File: src/rtl/output_unit.sv
// Router output unit: store-and-forward flit FIFO, request/ack handshake to the downstream port, registered flit output.
// Optional OUTPUT_UNIT_REQ_TIMEOUT_EN abandons a stalled request after TIMEOUT cycles and re-requests.
module output_unit #(
    parameter int FLIT_W  = 32,
    parameter int DEPTH   = 8,
    parameter int TIMEOUT = 64
) (
    input  logic              clk,
    input  logic              reset_n,
    input  logic [FLIT_W-1:0] i_flit,
    output logic              o_full,
    output logic              o_port_status,
    output logic              o_downstream_req,
    input  logic              i_transmit_ack,
    output logic [FLIT_W-1:0] o_flit,
    output logic              o_packet_sent,
    output logic              o_overflow
`ifdef OUTPUT_UNIT_REQ_TIMEOUT_EN
    ,
    output logic              o_timeout
`endif
);

    localparam int AW = $clog2(DEPTH);
    localparam int CW = AW + 1;

    localparam logic [1:0] IDLE    = 2'd0;
    localparam logic [1:0] REQUEST = 2'd1;
    localparam logic [1:0] SEND    = 2'd2;

    localparam logic [1:0] TYPE_TAIL = 2'b11;

    logic [1:0]        state;
    logic [1:0]        next_state;
    logic [FLIT_W-1:0] mem [DEPTH];
    logic [AW-1:0]     wr_ptr;
    logic [AW-1:0]     rd_ptr;
    logic [CW-1:0]     count;
    logic [CW-1:0]     count_next;
    logic [CW-1:0]     pkt_cnt;
    logic [CW-1:0]     pkt_cnt_next;
    logic [FLIT_W-1:0] head_flit;
    logic              write_en;
    logic              pop;
    logic              tail_write;
    logic              tail_pop;
    logic              timeout_hit;

    assign o_full           = (count == CW'(DEPTH));
    assign write_en         = i_flit[FLIT_W-1] && !o_full;
    assign tail_write       = write_en && (i_flit[FLIT_W-2:FLIT_W-3] == TYPE_TAIL);
    assign head_flit        = mem[rd_ptr];
    // Whole packets are buffered before SEND, so the empty guard only matters on a design error.
    assign pop              = (state == SEND) && (count != '0);
    assign tail_pop         = pop && (head_flit[FLIT_W-2:FLIT_W-3] == TYPE_TAIL);
    assign count_next       = count + CW'(write_en) - CW'(pop);
    assign pkt_cnt_next     = pkt_cnt + CW'(tail_write) - CW'(tail_pop);
    assign o_downstream_req = (state == REQUEST);
    assign o_port_status    = !((count == '0) && (state == IDLE));

`ifdef OUTPUT_UNIT_REQ_TIMEOUT_EN
    localparam int TW = $clog2(TIMEOUT + 1);

    logic [TW-1:0] req_cycles;

    assign timeout_hit = (state == REQUEST) && !i_transmit_ack && (req_cycles == TW'(TIMEOUT - 1));

    always_ff @(posedge clk or negedge reset_n) begin
        if (!reset_n) begin
            req_cycles <= '0;
            o_timeout  <= 1'b0;
        end else begin
            if ((state == REQUEST) && !timeout_hit) begin
                req_cycles <= req_cycles + TW'(1);
            end else begin
                req_cycles <= '0;
            end
            o_timeout <= timeout_hit;
        end
    end
`else
    assign timeout_hit = 1'b0;
`endif

    always_comb begin
        next_state = state;
        case (state)
            IDLE: begin
                if (pkt_cnt != '0) begin
                    next_state = REQUEST;
                end
            end
            REQUEST: begin
                if (i_transmit_ack) begin
                    next_state = SEND;
                end else if (timeout_hit) begin
                    next_state = IDLE;
                end
            end
            SEND: begin
                if (tail_pop) begin
                    next_state = (pkt_cnt_next != '0) ? REQUEST : IDLE;
                end
            end
            default: next_state = IDLE;
        endcase
    end

    always_ff @(posedge clk) begin
        if (write_en) begin
            mem[wr_ptr] <= i_flit;
        end
    end

    always_ff @(posedge clk or negedge reset_n) begin
        if (!reset_n) begin
            state         <= IDLE;
            wr_ptr        <= '0;
            rd_ptr        <= '0;
            count         <= '0;
            pkt_cnt       <= '0;
            o_flit        <= '0;
            o_packet_sent <= 1'b0;
            o_overflow    <= 1'b0;
        end else begin
            state <= next_state;
            if (write_en) begin
                wr_ptr <= wr_ptr + AW'(1);
            end
            if (pop) begin
                rd_ptr <= rd_ptr + AW'(1);
            end
            count         <= count_next;
            pkt_cnt       <= pkt_cnt_next;
            o_flit        <= pop ? head_flit : '0;
            o_packet_sent <= tail_pop;
            o_overflow    <= i_flit[FLIT_W-1] && o_full;
        end
    end

    always_ff @(posedge clk) begin
        if (reset_n && (state == SEND)) begin
            assert (count != '0);
        end
    end

endmodule

File: config.mk
export PLATFORM = sky130hd
export DESIGN_NAME = output_unit
export DESIGN_NICKNAME = d
export VERILOG_FILES = /design/src/rtl/output_unit.sv
export SDC_FILE = /design/constraint.sdc
export NUM_CORES = 1
export LEC_CHECK = 0
export CAP_MARGIN = 20
export CORE_UTILIZATION = 50
export DETAILED_ROUTE_END_ITERATION = 6
export PLACE_DENSITY = 0.72
export SYNTH_ARGS = -nofsm -noshare
export SYNTH_HDL_FRONTEND = slang
export SYNTH_SLANG_ARGS = --single-unit
File: constraint.sdc
create_clock -name clk -period 14.1 [get_ports clk]
set_clock_uncertainty 0.15 [all_clocks]
set_input_delay 2.82 -clock clk [delete_from_list [all_inputs] [get_ports clk]]
set_output_delay 2.82 -clock clk [all_outputs]
set_load 0.005 [all_outputs]
==> results of run 1 <==
[kinds of logic (layout without fill, tap and decap cells)]
group	after synthesis	after routing	share of synthesized area, %
AO/OA/AOI/OAI	10	10	0.608
AND/OR/NAND/NOR	67	67	2.49
XOR/XNOR	8	8	0.608
flip-flops	306	306	77.6
multiplexers	96	96	15.3
buffers and inverters	40	161	1.67
adder cells (fa/ha/maj)	15	15	1.76
[worst max-delay path by stage]
stage	from	endpoint	slack (ns)	cells after the start
floorplan	i_flit[31]	mem[0][0]	7.11	3
global placement	i_flit[31]	mem[0][22]	8.04	5
detailed placement	i_flit[31]	mem[0][27]	7.83	5
CTS	i_flit[31]	mem[0][11]	8.42	5
global route	i_flit[31]	mem[1][17]	8.52	5
finish	i_flit[31]	mem[1][18]	8.73	5
[cell usage after synthesis]
cell | count | area share [%]
a21o_1 | 3 | 0.20
a21oi_1 | 2 | 0.087
a21oi_2 | 1 | 0.076
a31oi_1 | 1 | 0.054
and2_0 | 1 | 0.054
and3_1 | 1 | 0.054
buf_1 | 2 | 0.065
buf_2 | 10 | 0.43
buf_4 | 6 | 0.39
buf_6 | 1 | 0.098
clkbuf_1 | 3 | 0.098
clkinv_1 | 1 | 0.033
dfrtp_1 | 50 | 11
edfxtp_1 | 256 | 67
fa_1 | 2 | 0.35
ha_1 | 13 | 1.4
inv_1 | 17 | 0.55
mux2i_1 | 32 | 2.8
mux4_1 | 1 | 0.23
mux4_2 | 63 | 12
nand2_1 | 13 | 0.42
nand2b_1 | 3 | 0.16
nand3_1 | 3 | 0.13
nand3b_1 | 1 | 0.065
nor2_1 | 38 | 1.2
nor2b_1 | 1 | 0.054
nor2b_2 | 1 | 0.076
nor3_1 | 4 | 0.17
nor4_1 | 1 | 0.054
o21ai_1 | 1 | 0.043
o2bb2ai_1 | 1 | 0.076
o41ai_1 | 1 | 0.076
xnor2_1 | 6 | 0.46
xor2_1 | 2 | 0.15
[metrics by stage]
stage / instance area (µm²) / hold WS, ns
after CTS: 13600 / 0.374
final: 13700 / 0.374
after detailed placement: 12600 / 0.359
after floorplan: 11500 / 0.329
after global routing: 13700 / 0.394
after global placement: 12600 / 0.347
[layout make-up]
cell class                 count  share of cell area [%]
clock buffer                  48                    6.67
inverter                      18                   0.495
timing repair buffer          87                    6.38
multi-input combinational    196                    17.9
tap                          285                    2.61
sequential                   306                    65.5
clock inverter                 8                   0.467
[routing by layer]
layer  GRT usage (%)  wire length, µm
met1            24.7             9020
met2            31.5            10700
met3            3.07              940
met4            4.52              293
met5               0                0
[flip-flops by register name, indices dropped and copies added (netlist names)]
signal         count
o_flit            32
mem              256
rd_ptr             3
o_overflow         1
pkt_cnt            4
state              2
wr_ptr             3
count              4
o_packet_sent      1
[power groups by stage]
| stage | Clock (µW) | Combinational (µW) | Sequential [µW] |
|---|---|---|---|
| floorplan | 0 | 526 | 1210 |
| global placement | 0 | 702 | 1250 |
| detailed placement | 0 | 721 | 1260 |
| CTS | 789 | 727 | 1240 |
| global route | 824 | 784 | 1250 |
| finish | 775 | 722 | 1240 |
==> flow_summary.toml, run 1 <==
[routing]
firstDrtPassIters = 4
wl_per_cell_um = 22.1
drcViolationCount = 0
avgViaCountPerCell = 5.55
drt-total-wl_um = 20900
vias = 5264
antenna_left = 0
drtIter0Drc = 281

[timing]
max_freq_ghz = 0.186
rsz0062_at_grt = "no"
fin_crit_ns = 5.37
fin_crit_sh_pct = 38.1
slew_headroom_pct = 46.6
fin_tns_setup_ns = 0
hold_violations = 0
drv_slew = 0
tightestPinTransition_ns = 0.797
setup_ws_ns = 8.73
setup_viol = 0

[power]
pwr-share-comb_pct = 26.4
vdd_ir_drop_max_v = 0.000137
cellPowerDensity_nw_per_um2 = 200
p_clk_share_pct = 28.4
intPower_uw = 1980
p_leak_uw = 0.00475
power_uw = 2730
p_sw_uw = 757
sw_frac_of_total_pct = 27.7
power_frac_seq_pct = 45.2

[critical_path]
crit_family = "buffers and inverters"
r2r-end = "state[0]"
cp_num_buf_inv = 3
path_class = "primary input to flip-flop"
start_kind = "primary input"
rrSetupSlack_ns = 10.45
crit_slowest_cell = "nor3_2"
max_stage_delay_ns = 0.73
r2r_cells = 11
r2r-start = "rd_ptr[0]"
cp.arrival_ns = 5.41
endpoint_kind = "flip-flop"
cp.required_ns = 14.14
crit_fanout = 24
cp_cell_sequence = "clkdlybuf4s50_1 -> and2_0 -> clkinv_1 -> nor3_2 -> buf_4"

[finish]
final_common_cell = "edfxtp_1"
final_nets = 689
multi_input_comb_area_um2 = 2440
final_cell_mix = "edfxtp_1, clkdlybuf4s50_1, mux4_2"
fillers = 1584
diodes = 0
stdcell_count = 948
fin_util_pct = 60.3
syn_to_final_growth_pct = 18.5
regArea_um2 = 8940
drive_gt1_share_pct = 20.2

[worst_hold_path]
hold_path.class = "flip-flop to flip-flop"
min_from = "count[0]"
holdPathEnd = "count[0]"
whs_path_depth = 1

[die]
ioPinCount = 72
die_h_um = 154
core_area_um2 = 22600
dieArea_um2 = 23700
initial_core_util_pct = 50.9
placementRows = 55
die_x_um = 154

[yosys]
synthCells = 542
syn_area_per_cell_um2 = 21.3
seq_area_frac_synth_pct = 77.6
synth_seq_cells = 306
yosysUniqueCellTypes = 34
yosysWarningCount = 0
netlist_area_um2 = 11500
syn-num-nets = 592

[global_route]
grt_max_degree = 55
grt_overflow = 0
grtUsageTotal_pct = 18.3
grt_pass1_wl_um = 32500
grt_pass1_vias = 5591
grt_antenna_before_repair = 0

[clocking]
path_clk_slew_ns = 0.06
cts_tree = "yes"
cts_root_buffer = "clkbuf_16"
insertion_delay_ns = 0.55
clockBufferDepth = 3
ctsHoldBuffers = 0
postCtsSetupBuffers = 0
htree_levels = 1
clock-sinks = 306
cts_resized = 0
cts_buffers = 30

[place]
port_buffers = 71
gp_congestion = 0.735
placed_cells = 888
dp_hpwl_um = 11700
dp_slack_ns = 7.83

[status]
status = "finished, final reports clean"

[run]
maxCapViolCount = 0
Note: power is estimated with default switching activity, not from simulation.
==> inputs of run 2 (changes only) <==
--- a/config.mk
+++ b/config.mk
@@ -8,7 +8,7 @@
 export CAP_MARGIN = 20
 export CORE_UTILIZATION = 50
 export DETAILED_ROUTE_END_ITERATION = 6
-export PLACE_DENSITY = 0.72
+export PLACE_DENSITY = 0.75
 export SYNTH_ARGS = -nofsm -noshare
 export SYNTH_HDL_FRONTEND = slang
 export SYNTH_SLANG_ARGS = --single-unit
==> constraint.sdc (replaced) <==
create_clock -name clk -period 4.7 [get_ports clk]
set_clock_uncertainty 0.15 [all_clocks]
set_input_delay 0.94 -clock clk [delete_from_list [all_inputs] [get_ports clk]]
set_output_delay 0.94 -clock clk [all_outputs]
set_load 0.005 [all_outputs]
==> run 2 against run 1 <==
Setup slack got worse by 7.6 ns. Hold slack got worse by 0.082 ns. Power rose to 3.0 times the previous value. Register-to-register slack got worse by 9.3 ns. Clock-buffer cell count fell by 8. Final cell count rose by 0.42%. Sequential share of layout area barely moved. Sequential power rose to 3.0 times the previous value. Wire length rose by 1.8%.
==> flow_summary.toml, run 2 (same netlist as run 1, synthesis figures left out) <==
[finish]
fillers = 1550
largestRegisters = "mem (256), o_flit (32)"
fin_util_pct = 60.3
final_cell_mix = "edfxtp_1, clkdlybuf4s50_1, mux4_2"
regMostFlops = "mem"
largest_reg_flops = 256
drive_gt1_share_pct = 21.0
final_nets = 692
syn_to_final_growth_pct = 18.4
final_common_cell = "edfxtp_1"

[timing]
fin_crit_ns = 3.57
hold_ws_ns = 0.292
drv_slew = 0
setup_viol = 0
fin_tns_setup_ns = 0
tightestPinTransition_ns = 0.775
hold_violations = 0
max_freq_ghz = 0.280
setup_ws_ns = 1.13
slew_headroom_pct = 48.3
rsz0062_at_grt = "no"
fin_crit_sh_pct = 75.9

[worst_hold_path]
hold_path.class = "primary input to async pin"

[critical_path]
crit_fanout = 27
r2r_cells = 11
endpoint_kind = "flip-flop"
rrSetupSlack_ns = 1.13
r2r-start = "rd_ptr[0]"
cp.arrival_ns = 3.83
path_class = "flip-flop to flip-flop"
start_kind = "flip-flop"
r2r-end = "state[0]"
cp.required_ns = 4.96

[routing]
vias = 5321
avgViaCountPerCell = 5.59
firstDrtPassIters = 4
drtIter0Drc = 341
wl_per_cell_um = 22.4
drcViolationCount = 0
antenna_left = 0
drt-total-wl_um = 21300

[clocking]
cts_tree = "yes"
cts_resized = 0
clock-sinks = 306
cts_buffers = 30
path_clk_slew_ns = 0.06
insertion_delay_ns = 0.55
htree_levels = 1
postCtsSetupBuffers = 0
ctsHoldBuffers = 0
cts_root_buffer = "clkbuf_16"
clockBufferDepth = 3

[power]
vdd_ir_drop_max_v = 0.000352
power_frac_seq_pct = 45.7
sw_frac_of_total_pct = 28.0
pwr-share-comb_pct = 26.4
p_sw_uw = 2280
p_leak_uw = 0.00476
p_clk_share_pct = 27.9
cellPowerDensity_nw_per_um2 = 598
intPower_uw = 5870

[global_route]
met3_usage_pct = 3.13
use_met1_pct = 24.9
grt_antenna_before_repair = 1
grt_pass1_vias = 5753
grt_max_degree = 53
grt_pass1_wl_um = 33100
grt_busiest_layer = "met2"
grtUsageTotal_pct = 18.8
grt_overflow = 0
use_met2_pct = 32.4

[place]
dp_slack_ns = 0.756
port_buffers = 71
gp_congestion = 0.754
dp_hpwl_um = 12400

[die]
placementRows = 55
dieArea_um2 = 23700
die_x_um = 154
die_h_um = 154
core_area_um2 = 22600
initial_core_util_pct = 50.9
ioPinCount = 72

[status]
status = "finished, final reports clean"

[run]
maxCapViolCount = 0
[run 2: cell types whose count changed in the layout (fill, tap and decap cells not counted), moves of 2 or more]
cell	delta
clkbuf_8	-3
clkinv_2	+5
clkbuf_1	-3
clkbuf_16	-2
buf_4	+4
[run 2: worst max-delay path by stage]
stage | startpoint | end | slack [ns] | cells after the start
after detailed placement | i_flit[31] | state[0] | 0.76 | 11
final | rd_ptr[0] | state[0] | 1.13 | 11
after CTS | rd_ptr[0] | state[0] | 1.09 | 11
after global routing | rd_ptr[0] | state[0] | 0.84 | 11
after floorplan | i_flit[31] | mem[2][0] | 0.43 | 3
after global placement | i_flit[31] | state[0] | 0.88 | 11
[run 2: power groups by stage]
stage	logic (µW)	clock network, µW	registers (µW)
6_report	2160	2280	3720
5_1_grt	2350	2420	3780
4_1_cts	2200	2320	3730
3_5_place_dp	2180	0	3780
3_3_place_gp	2140	0	3750
2_1_floorplan	1580	0	3640
[run 2: worst max-delay path: stages, from the launching register on]
cell and delay, ns:
dfrtp_4 0.78, mux4_1 0.65, nand3_1 0.12, a21oi_2 0.09, ha_1 0.29, inv_1 0.05, ha_1 0.15, inv_1 0.05
fa_1 0.37, xnor2_1 0.15, o41ai_1 0.40, o2bb2ai_1 0.12
[run 2: metrics by stage]
step / power, µW / instance area (µm²) / std cells
after floorplan: 5220 / 11500 / 542
after global placement: 5890 / 12700 / 895
after detailed placement: 5960 / 12700 / 895
after CTS: 8260 / 13600 / 951
after global routing: 8540 / 13600 / 951
final: 8160 / 13600 / 952
[run 2: area by class of cell]
type / count / area [µm²] / area share, %
Sequential cell: 306 / 8940 / 65.5
Multi-Input combinational cell: 196 / 2450 / 18.0
Timing Repair Buffer: 90 / 873 / 6.40
Clock buffer: 40 / 808 / 5.92
Tap cell: 285 / 357 / 2.61
Clock inverter: 16 / 143 / 1.05
Inverter: 18 / 67.6 / 0.495
Antenna cell: 1 / 2.50 / 0.0183
[run 2: layer usage]
layer | vias to the layer above | part of all wire, %
met1 | 2804 | 42
met2 | 133 | 51
met4 | 0 | 2.2
li1 | 2347 | -
met3 | 37 | 4.0
met5 | - | 0
